`config.mk`:
```
export PLATFORM = sky130hd
export DESIGN_NAME = if_fetch_queue_flat
export DESIGN_NICKNAME = d
export VERILOG_FILES = /design/src/rtl/if_fetch_queue_pkg.sv /design/src/rtl/if_fetch_queue_if.sv /design/src/rtl/if_fetch_queue_storage.sv /design/src/rtl/if_fetch_queue.sv /design/src/flat_wrapper.sv
export SDC_FILE = /design/constraint.sdc
export NUM_CORES = 1
export LEC_CHECK = 0
export CORE_UTILIZATION = 25
export CTS_CLUSTER_SIZE = 20
export DETAILED_ROUTE_END_ITERATION = 8
export GPL_TIMING_DRIVEN = 0
export PLACE_DENSITY = 0.44
export SLEW_MARGIN = 20
export SYNTH_ARGS = -nofsm -noshare
export SYNTH_HDL_FRONTEND = slang
export SYNTH_SLANG_ARGS = --single-unit
```
`constraint.sdc`:
```
create_clock -name clk -period 18.06 [get_ports clk]
set_input_delay 5.418 -clock clk [delete_from_list [all_inputs] [get_ports clk]]
set_output_delay 5.418 -clock clk [all_outputs]
set_load 0.01 [all_outputs]
```
`src/rtl/if_fetch_queue_pkg.sv`:
```
// Shared fetch-queue types: instruction word, PC, branch history and the queue entry.
package falco_pkg;

    typedef logic [31:0] pc_t;
    typedef logic [31:0] raw_instruction_t;

    localparam int BHSR_W = 8;
    typedef logic [BHSR_W-1:0] BHSR_t;

    typedef struct packed {
        raw_instruction_t raw;
        pc_t              pc;
        BHSR_t            BHSR;
    } fetchq_entry_t;

    localparam int FETCHQ_DEPTH = 8;

    // Statistics counters hold at all-ones instead of wrapping.
    function automatic logic [31:0] sat_inc32(input logic [31:0] v);
        return (&v) ? v : v + 32'd1;
    endfunction

endpackage

```
`src/rtl/if_fetch_queue_if.sv`:
```
// IF->queue->ID bundle. master = IF/ID side (bench), slave = the queue.
interface if_fetch_queue_if
    import falco_pkg::*;
#(
    parameter int DEPTH = FETCHQ_DEPTH
);
    logic                     flush;
    logic                     in_instr0_valid;
    logic                     in_instr1_valid;
    raw_instruction_t         in_raw_instr0;
    raw_instruction_t         in_raw_instr1;
    pc_t                      in_instr0_pc;
    pc_t                      in_instr1_pc;
    BHSR_t                    in_instr0_BHSR;
    BHSR_t                    in_instr1_BHSR;
    logic                     in_ready;

    logic                     out_instr0_valid;
    logic                     out_instr1_valid;
    raw_instruction_t         out_raw_instr0;
    raw_instruction_t         out_raw_instr1;
    pc_t                      out_instr0_pc;
    pc_t                      out_instr1_pc;
    BHSR_t                    out_instr0_BHSR;
    BHSR_t                    out_instr1_BHSR;
    logic [1:0]               deq_cnt;
    logic [$clog2(DEPTH):0]   count;

    modport master (
        output flush, in_instr0_valid, in_instr1_valid, in_raw_instr0, in_raw_instr1,
               in_instr0_pc, in_instr1_pc, in_instr0_BHSR, in_instr1_BHSR, deq_cnt,
        input  in_ready, out_instr0_valid, out_instr1_valid, out_raw_instr0, out_raw_instr1,
               out_instr0_pc, out_instr1_pc, out_instr0_BHSR, out_instr1_BHSR, count
    );

    modport slave (
        input  flush, in_instr0_valid, in_instr1_valid, in_raw_instr0, in_raw_instr1,
               in_instr0_pc, in_instr1_pc, in_instr0_BHSR, in_instr1_BHSR, deq_cnt,
        output in_ready, out_instr0_valid, out_instr1_valid, out_raw_instr0, out_raw_instr1,
               out_instr0_pc, out_instr1_pc, out_instr0_BHSR, out_instr1_BHSR, count
    );

endinterface

```
`src/rtl/if_fetch_queue_storage.sv`:
```
// Entry array for the fetch queue: 2 write ports, 2 asynchronous read ports, no reset.
module fetchq_storage
    import falco_pkg::*;
#(
    parameter int DEPTH = FETCHQ_DEPTH,
    parameter int AW    = $clog2(DEPTH)
) (
    input  logic                     clk,
    input  logic [1:0]               we,
    input  logic [1:0][AW-1:0]       wa,
    input  fetchq_entry_t [1:0]      wd,
    input  logic [1:0][AW-1:0]       ra,
    output fetchq_entry_t [1:0]      rd
);

    fetchq_entry_t mem [DEPTH];

    // The two write addresses are always consecutive, so the ports never collide.
    always_ff @(posedge clk) begin
        for (int p = 0; p < 2; p++) begin
            if (we[p]) mem[wa[p]] <= wd[p];
        end
    end

    for (genvar p = 0; p < 2; p++) begin : g_rd
        assign rd[p] = mem[ra[p]];
    end

endmodule

```
`src/rtl/if_fetch_queue.sv`:
```
// Two-wide IF->ID instruction queue with compaction, flush and count-based full/empty.
// Optional statistics outputs enabled by defining FALCO_FETCHQ_STATS_EN.
module if_fetch_queue
    import falco_pkg::*;
#(
    parameter int DEPTH = FETCHQ_DEPTH
) (
    input  logic               clk,
    input  logic               rst,
    if_fetch_queue_if.slave    fq
`ifdef FALCO_FETCHQ_STATS_EN
    ,
    output logic [31:0]        stat_full_cycles,
    output logic [31:0]        stat_flushes
`endif
);

    // DEPTH must be a power of two >= 4 so pointers wrap by plain truncation.
    localparam int AW = $clog2(DEPTH);
    localparam int CW = AW + 1;

    logic [AW-1:0]          rd_ptr;
    logic [AW-1:0]          wr_ptr;
    logic [CW-1:0]          cnt;

    logic                   ready;
    logic                   enq_ok;
    logic [1:0]             n_enq;
    logic [1:0]             deq_req;
    logic [1:0]             n_deq;

    logic [1:0]             we;
    logic [1:0][AW-1:0]     wa;
    fetchq_entry_t [1:0]    wd;
    logic [1:0][AW-1:0]     ra;
    fetchq_entry_t [1:0]    rd;
    fetchq_entry_t          slot0;
    fetchq_entry_t          slot1;

    // No credit for a same-cycle dequeue: ready is a pure function of registered count.
    assign ready   = (cnt <= CW'(DEPTH - 2));
    assign enq_ok  = ready & ~fq.flush;
    assign n_enq   = enq_ok ? ({1'b0, fq.in_instr0_valid} + {1'b0, fq.in_instr1_valid}) : 2'd0;
    assign deq_req = (fq.deq_cnt == 2'd3) ? 2'd2 : fq.deq_cnt;
    assign n_deq   = (CW'(deq_req) > cnt) ? cnt[1:0] : deq_req;

    assign slot0 = '{raw: fq.in_raw_instr0, pc: fq.in_instr0_pc, BHSR: fq.in_instr0_BHSR};
    assign slot1 = '{raw: fq.in_raw_instr1, pc: fq.in_instr1_pc, BHSR: fq.in_instr1_BHSR};

    // Compaction: port 0 takes the oldest valid slot, port 1 only when both are valid.
    assign we[0] = enq_ok & (fq.in_instr0_valid | fq.in_instr1_valid);
    assign we[1] = enq_ok & fq.in_instr0_valid & fq.in_instr1_valid;
    assign wd[0] = fq.in_instr0_valid ? slot0 : slot1;
    assign wd[1] = slot1;
    assign wa[0] = wr_ptr;
    assign wa[1] = wr_ptr + AW'(1);
    assign ra[0] = rd_ptr;
    assign ra[1] = rd_ptr + AW'(1);

    fetchq_storage #(
        .DEPTH (DEPTH),
        .AW    (AW)
    ) u_storage (
        .clk (clk),
        .we  (we),
        .wa  (wa),
        .wd  (wd),
        .ra  (ra),
        .rd  (rd)
    );

    always_ff @(posedge clk) begin
        if (rst || fq.flush) begin
            rd_ptr <= '0;
            wr_ptr <= '0;
            cnt    <= '0;
        end else begin
            rd_ptr <= rd_ptr + AW'(n_deq);
            wr_ptr <= wr_ptr + AW'(n_enq);
            cnt    <= cnt + CW'(n_enq) - CW'(n_deq);
        end
    end

    assign fq.in_ready         = ready;
    assign fq.count            = cnt;
    assign fq.out_instr0_valid = (cnt >= CW'(1));
    assign fq.out_instr1_valid = (cnt >= CW'(2));
    assign fq.out_raw_instr0   = rd[0].raw;
    assign fq.out_raw_instr1   = rd[1].raw;
    assign fq.out_instr0_pc    = rd[0].pc;
    assign fq.out_instr1_pc    = rd[1].pc;
    assign fq.out_instr0_BHSR  = rd[0].BHSR;
    assign fq.out_instr1_BHSR  = rd[1].BHSR;

`ifdef FALCO_FETCHQ_STATS_EN
    always_ff @(posedge clk) begin
        if (rst) begin
            stat_full_cycles <= '0;
            stat_flushes     <= '0;
        end else begin
            if (!ready)   stat_full_cycles <= sat_inc32(stat_full_cycles);
            if (fq.flush) stat_flushes     <= sat_inc32(stat_flushes);
        end
    end
`endif

endmodule

```
`src/flat_wrapper.sv`:
```
// flat-port wrapper written by rule: the top's interface ports become plain ports
module if_fetch_queue_flat import falco_pkg::*;
#(
    parameter int DEPTH = FETCHQ_DEPTH
)
  (clk, rst, fq_flush, fq_in_instr0_valid, fq_in_instr1_valid, fq_in_raw_instr0, fq_in_raw_instr1, fq_in_instr0_pc, fq_in_instr1_pc, fq_in_instr0_BHSR, fq_in_instr1_BHSR, fq_deq_cnt, fq_in_ready, fq_out_instr0_valid, fq_out_instr1_valid, fq_out_raw_instr0, fq_out_raw_instr1, fq_out_instr0_pc, fq_out_instr1_pc, fq_out_instr0_BHSR, fq_out_instr1_BHSR, fq_count);
  if_fetch_queue_if #(.DEPTH(DEPTH)) fq_i ();
  input  logic clk;
  input  logic rst;
  input wire logic [$bits(fq_i.flush)-1:0] fq_flush;
  input wire logic [$bits(fq_i.in_instr0_valid)-1:0] fq_in_instr0_valid;
  input wire logic [$bits(fq_i.in_instr1_valid)-1:0] fq_in_instr1_valid;
  input wire logic [$bits(fq_i.in_raw_instr0)-1:0] fq_in_raw_instr0;
  input wire logic [$bits(fq_i.in_raw_instr1)-1:0] fq_in_raw_instr1;
  input wire logic [$bits(fq_i.in_instr0_pc)-1:0] fq_in_instr0_pc;
  input wire logic [$bits(fq_i.in_instr1_pc)-1:0] fq_in_instr1_pc;
  input wire logic [$bits(fq_i.in_instr0_BHSR)-1:0] fq_in_instr0_BHSR;
  input wire logic [$bits(fq_i.in_instr1_BHSR)-1:0] fq_in_instr1_BHSR;
  input wire logic [$bits(fq_i.deq_cnt)-1:0] fq_deq_cnt;
  output wire logic [$bits(fq_i.in_ready)-1:0] fq_in_ready;
  output wire logic [$bits(fq_i.out_instr0_valid)-1:0] fq_out_instr0_valid;
  output wire logic [$bits(fq_i.out_instr1_valid)-1:0] fq_out_instr1_valid;
  output wire logic [$bits(fq_i.out_raw_instr0)-1:0] fq_out_raw_instr0;
  output wire logic [$bits(fq_i.out_raw_instr1)-1:0] fq_out_raw_instr1;
  output wire logic [$bits(fq_i.out_instr0_pc)-1:0] fq_out_instr0_pc;
  output wire logic [$bits(fq_i.out_instr1_pc)-1:0] fq_out_instr1_pc;
  output wire logic [$bits(fq_i.out_instr0_BHSR)-1:0] fq_out_instr0_BHSR;
  output wire logic [$bits(fq_i.out_instr1_BHSR)-1:0] fq_out_instr1_BHSR;
  output wire logic [$bits(fq_i.count)-1:0] fq_count;
  assign fq_i.flush = fq_flush;
  assign fq_i.in_instr0_valid = fq_in_instr0_valid;
  assign fq_i.in_instr1_valid = fq_in_instr1_valid;
  assign fq_i.in_raw_instr0 = fq_in_raw_instr0;
  assign fq_i.in_raw_instr1 = fq_in_raw_instr1;
  assign fq_i.in_instr0_pc = fq_in_instr0_pc;
  assign fq_i.in_instr1_pc = fq_in_instr1_pc;
  assign fq_i.in_instr0_BHSR = fq_in_instr0_BHSR;
  assign fq_i.in_instr1_BHSR = fq_in_instr1_BHSR;
  assign fq_i.deq_cnt = fq_deq_cnt;
  assign fq_in_ready = fq_i.in_ready;
  assign fq_out_instr0_valid = fq_i.out_instr0_valid;
  assign fq_out_instr1_valid = fq_i.out_instr1_valid;
  assign fq_out_raw_instr0 = fq_i.out_raw_instr0;
  assign fq_out_raw_instr1 = fq_i.out_raw_instr1;
  assign fq_out_instr0_pc = fq_i.out_instr0_pc;
  assign fq_out_instr1_pc = fq_i.out_instr1_pc;
  assign fq_out_instr0_BHSR = fq_i.out_instr0_BHSR;
  assign fq_out_instr1_BHSR = fq_i.out_instr1_BHSR;
  assign fq_count = fq_i.count;
  if_fetch_queue #(.DEPTH(DEPTH)) u_core (.clk(clk), .rst(rst), .fq(fq_i));
endmodule
```
==> metrics.md, run 1 <==
| Metric | Value |
|---|---|
| First-pass GRT wire length | 176 mm |
| Post-CTS setup buffers | 0 |
| RSZ-0062 raised after global routing | false |
| Worst setup path class | flop to output pin |
| Die Y | 374 um |
| Worst setup SP type | flop |
| Residual DRC | 2 |
| Worst IR drop on VDD | between 0.05 and 0.06 mV |
| Vias in the first global route | 23000 |
| Boundary Pins | 302 |
| Total iterations of the first detailed-routing run | 9 |
| CP Capture Type | output pin |
| Most used cell, CP | buf_2 |
| Crit path time final | 10010 ps |
| Syn Nets | between 2000 and 2500 |
| CTS tree | yes |
| Critical path arrival | around 4600 ps |
| # nets final | 2524 |
| Register area share after synthesis | 0.506 |
| Synth-to-Final Area Change | 25.6% |
| DR vias | around 21000 |
| Max cap viols | 0 |
| Die width | 374 um |
| Final setup viols | 0 |
| CTS clk-pin slew, worst paths | 60 ps |
| Most frequent cells in the layout | mux2_2 (761), edfxtp_1 (576), clkdlybuf4s50_1 (301) |
| Violated checks | design-rule violations |
| Clk_lat worst skew | around 650 ps |
| PortBufs | 301 |
| Core area | 137000 um2 |
| Clock Sinks | 586 |
| Largest net degree at the start of global routing | 17 |
| Full die area | 140000 um2 |
| Starting DRT DRC Count | ~1500 |
| Hold-fix buffers, CTS | 0 |
| Post-cts sizing count | 0 |
| Clock Tree Root | clkbuf_16 |
| Critical Path, Cell by Cell | buf_2, buf_2, buf_2, buf_1, mux4_2, mux2_2, clkdlybuf4s50_1 |
| Mapped Cells | 1929 |
| Required @ worst endpoint | 12640 ps |
| Slew margin rel. | 0.236 |
| F_max | approximately 100 MHz |
| WL/cell | 30.0 um |
| Synthesized area | 34500 um2 |
| Post-synth EDFFs | 576 |
| Routability cong. | 0.754 |
| Setup WS pre-CTS | about 8400 ps |
| Hold WC Path Type | flop to flop |
| Warnings, synthesis | 0 |
| Vias per std cell | 5.03 |
| Period utilization | 0.555 |
| Overflow after GRT | 0 |
| Layout cells sized above 1 | 0.544 |
| H-tree levels | 3 |
| Slowest CP cell | buf_1 |
| Buf/Inv on CP | 5 |
| Synth cell types | 42 |
| # fillers | 13200 |
| CTS buffer count | between 70 and 80 |
| Commonest non-fill, non-tap cell in the layout | mux2_2 |
| Initial antenna violation count | 15 |
| Avg Synthesized Cell Area | ~18 um2 |
| Post-DRT Antenna Nets | 0 |
| DRT Wirelength | 126 mm |
| Pwr dens | ~98 nW/um2 |
| Dominant synthesized flop cell | edfxtp_1 |
| Multi-input gate area | 16300 um2 |
| Final WS setup | 8050 ps |
| Initial core utilization | 0.252 |
| Core Rows | 136 |
| CP max stage delay | 710 ps |
| Register area | 17500 um2 |
| GRT Total Usage | 0.178 |
| Slew Limit Fails | 0 |
| Hold WS | 682 ps |
| Crit path max fanout | 10 |
| Fin. Hold Viols | 0 |
| Status | complete, but fails checks |
| Max Root-Sink Buffers | 3 |
| Slew @ Worst Pin | about 1100 ps |
| Cell family with most CP delay | buffers and inverters |
| Worst-case clock skew | 26.7 ps |
| Async S/R FF share, synth | 0 |
| #FFs+latches synth | ~590 |
| Leak | 13.6 nW |
| HPWL after detailed placement | 86.1 mm |
[flip-flops by register name, summed over array words and instances, names as in the netlist]
signal / flops
u_core.rd_ptr: 3
u_core.wr_ptr: 3
u_core.u_storage.mem: 576
u_core.fq.count: 4
[stage by stage]
step                      cells  setup TNS [ps]  power [W]  area [um2]   util
after floorplan            1929               0    0.00231       34500      -
after global placement     4024          -46650    0.00288       39800  0.290
after detailed placement   4072               0    0.00290       41100  0.300
after CTS                  4202               0    0.00433       43400  0.316
after global routing       4202               0    0.00444       43400  0.316
final                      4204               0    0.00427       43400  0.316
[routing by layer]
metal | GRT usage | routed length [um] | share of wire | vias up
met2 | 0.301 | 61700 | 0.49 | 702
met4 | 0.0500 | 2910 | 0.023 | 12
met5 | 0 | 73 | 0.00058 | -
met3 | 0.0420 | 8130 | 0.064 | 173
met1 | 0.227 | 53300 | 0.42 | 11300
li1 | - | - | - | 8940
[cell families after synthesis]
logic type                 synth area share
xor gates and xnor gates            0.00177
muxes                                 0.446
DFF                                   0.506
buffers and inverters                0.0247
AOI/OAI and AO/OA                   0.00344
and+or+nand+nor                     0.00953
adders and majority gates           0.00775
[where the power goes]
part | internal [W] | switching [W] | leakage (nW) | total (W)
logic | 0.000664 | 0.000615 | 7.22 | 0.00128
clock network | 0.000822 | 0.000594 | 1.10 | 0.00142
registers | 0.00156 | 0.0000214 | 5.31 | 0.00158
[tightest hold or removal path, stage by stage (launching register included)]
cell     delay (ps)
dfxtp_1         300
buf_2           190
xor2_1           90
nor2_1           70
[area by class of cell]
class / instances / share of cell area
Buffer: 149 / 0.0191
Clock inverter: 40 / 0.00675
Inverter: 13 / 0.00112
Antenna cell: 2 / 0.000115
Tap cell: 1794 / 0.0517
Timing Repair Buffer: 349 / 0.0979
Clock buffer: 90 / 0.0450
Multi-Input combinational cell: 1181 / 0.375
Sequential cell: 586 / 0.403
[cells in the mapped netlist, types with 5 or more instances]
library cell,n,area share
a21oi_1,9,0.0013
and2_1,5,0.00091
buf_1,25,0.0027
buf_2,50,0.0072
buf_4,10,0.0022
buf_6,14,0.0046
clkbuf_1,46,0.0050
dfxtp_1,10,0.0058
edfxtp_1,576,0.50
ha_1,15,0.0054
inv_1,13,0.0014
mux2_1,30,0.0098
mux2_2,761,0.25
mux4_2,288,0.19
nand2_1,12,0.0013
nand3_1,5,0.00072
nor2_1,15,0.0016
[path summary, 6_finish.rpt]
kind,from,end,slack [ps],cells past startpoint
setup / recovery,u_core.rd_ptr[0]$_SDFF_PP0_,fq_out_raw_instr1[5],8050,7
hold / removal,u_core.wr_ptr[2]$_SDFF_PP0_,u_core.wr_ptr[2]$_SDFF_PP0_,680,3
setup reg to reg,u_core.wr_ptr[0]$_SDFF_PP0_,u_core.u_storage.mem[7][16]$_DFFE_PP_,14610,7
hold reg to reg,u_core.wr_ptr[2]$_SDFF_PP0_,u_core.wr_ptr[2]$_SDFF_PP0_,680,3
No activity file was read; power rests on OpenSTA's default activity.
==> run 2: changes to the inputs <==
- PLACE_DENSITY: 0.44 -> 0.45
- clock period: 18.06 -> 8.7 ns (I/O delays scaled with it)
==> metrics.md, run 2 (synthesized netlist as in run 1, its figures left out) <==
| Metric | Value |
|---|---|
| Hold Path Depth | 2 |
| Initial antenna violation count | 13 |
| Reg2reg path depth | 7 |
| Clock Sinks | 586 |
| Most frequent cells in the layout | mux2_2 (761), edfxtp_1 (576), clkdlybuf4s50_1 (301) |
| Max Root-Sink Buffers | 3 |
| Final core utilization | 0.317 |
| Residual DRC | 0 |
| Hold-fix buffers, CTS | 0 |
| DRT Wirelength | 126 mm |
| HPWL after detailed placement | 86.3 mm |
| Final Power | 0.00892 W |
| Leak | ~14 nW |
| Required @ worst endpoint | approximately 6100 ps |
| GRT Total Usage | 0.179 |
| Die width | around 370 um |
| DR vias | between 20000 and 25000 |
| Crit path time final | 7150 ps |
| Boundary Pins | 302 |
| CTS tree | yes |
| CP max stage delay | 860 ps |
| Commonest non-fill, non-tap cell in the layout | mux2_2 |
| Clock Tree Root | clkbuf_16 |
| Worst-case clock skew | 23.5 ps |
| Post-CTS setup buffers | 0 |
| Fin. Hold Viols | 0 |
| Slew @ Worst Pin | between 1000 and 1500 ps |
| FF-to-FF End | u_core.u_storage.mem[7][54]$_DFFE_PP_ |
| Post-cts sizing count | 0 |
| Overflow after GRT | 0 |
| Hold_sp | u_core.rd_ptr[0]$_SDFF_PP0_ |
| Vias in the first global route | 22800 |
| Final instance area | 43500 um2 |
| Layout cells sized above 1 | 0.545 |
| F_max | 140 MHz |
| PortBufs | between 300 and 400 |
| Number of flip-flops in the largest register | between 500 and 600 |
| Final non-filler cell total | 4207 |
| CP Capture Type | output pin |
| Vias per std cell | roughly 5.1 |
| Status | complete, no violations |
| Core area | ~140000 um2 |
| Die Y | 374 um |
| # nets final | 2525 |
| Initial core utilization | 0.252 |
| Worst setup SP type | flop |
| Crit path max fanout | 10 |
| Core Rows | 136 |
| Worst IR drop on VDD | roughly 0.12 mV |
| Final setup viols | 0 |
| Largest net degree at the start of global routing | 17 |
| CTS clk-pin slew, worst paths | 60 ps |
| Hold endpoint | u_core.rd_ptr[0]$_SDFF_PP0_ |
| Cells after DPL | slightly above 4000 |
| H-tree levels | 3 |
| Routability cong. | 0.766 |
| Starting DRT DRC Count | 1898 |
| R2R Setup Slk | 5100 ps |
| Synth-to-Final Area Change | 25.8% |
| CTS buffer count | 73 |
| WL/cell | 30.1 um |
| Hold WC Path Type | flop to flop |
| Full die area | 140000 um2 |
| Most used cell, CP | clkbuf_1 |
| Pwr dens | 205 nW/um2 |
| DP Area | 41200 um2 |
| Max cap viols | 0 |
| Post-DRT Antenna Nets | 0 |
| Critical path arrival | around 4500 ps |
| Period utilization | 0.822 |
| Critical Path, Cell by Cell | buf_2, clkbuf_1, clkbuf_1, mux4_2, mux2_2, clkdlybuf4s50_1 |
| First-pass GRT wire length | roughly 180 mm |
| Worst setup path class | flop to output pin |
| Total iterations of the first detailed-routing run | 5 |
| Slowest CP cell | clkbuf_1 |
| Clk_lat worst skew | roughly 650 ps |
| Slew Limit Fails | 0 |
| RSZ-0062 raised after global routing | false |
| Slew margin rel. | 0.169 |
| Worst r2r src | u_core.wr_ptr[0]$_SDFF_PP0_ |
==> run 2: cell count changes in the layout (fill, tap and decap cells not counted), sizes merged <==
cell / change
bufinv: +1
clkbuf: +2
clkinv: -7
diode: +2
inv: +5
==> run 2: how the worst max path moves through the flow <==
stage | start | to | slack (ps) | cells past startpoint
2_1_floorplan | fq_in_instr0_valid | u_core.u_storage.mem[7][0]$_DFFE_PP_ | 850 | 7
3_3_place_gp | fq_in_instr0_valid | u_core.u_storage.mem[5][35]$_DFFE_PP_ | -6780 | 8
3_5_place_dp | fq_in_instr0_valid | u_core.u_storage.mem[5][35]$_DFFE_PP_ | 1650 | 11
4_1_cts | u_core.rd_ptr[0]$_SDFF_PP0_ | fq_out_raw_instr1[29] | 1420 | 7
5_1_grt | u_core.rd_ptr[1]$_SDFF_PP0_ | fq_out_instr0_BHSR[0] | 1350 | 6
6_report | u_core.rd_ptr[1]$_SDFF_PP0_ | fq_out_instr0_BHSR[0] | 1550 | 6
==> run 2: worst max-delay path, delay by kind of cell, from the launching register on <==
kind                   cells  cell delay, ps
DFF                        1             410
muxes                      2             680
buffers and inverters      4            2790
==> run 2: power breakdown <==
group | internal (W) | leakage, nW | switching, W
Combinational | 0.00139 | 7.24 | 0.00128
Sequential | 0.00323 | 5.31 | 0.0000451
Clock | 0.00172 | 1.11 | 0.00126
==> run 2: cell type report <==
type / count / area [um2]
Antenna cell: 4 / 10.0
Buffer: 149 / 827
Inverter: 13 / 48.8
Clock inverter: 39 / 347
Sequential cell: 586 / 17500
Timing Repair Buffer: 351 / 4300
Clock buffer: 90 / 1920
Fill cell: 13200 / 93800
Tap cell: 1794 / 2240
Multi-Input combinational cell: 1181 / 16300
==> run 2: layer usage <==
metal	vias up	GRT usage	part of all wire
li1	8962	-	-
met4	10	0.0481	0.021
met2	813	0.301	0.49
met5	-	0	0.00043
met3	151	0.0409	0.071
met1	11300	0.229	0.42
==> run 2: per-stage QoR <==
stage	TNS [ps]	hold slack, ps	worst slack (ps)
after floorplan	0	575	852
after global placement	-3546730	662	-6780
after detailed placement	0	665	1650
after CTS	0	681	1420
after global routing	0	712	1350
final	0	656	1550
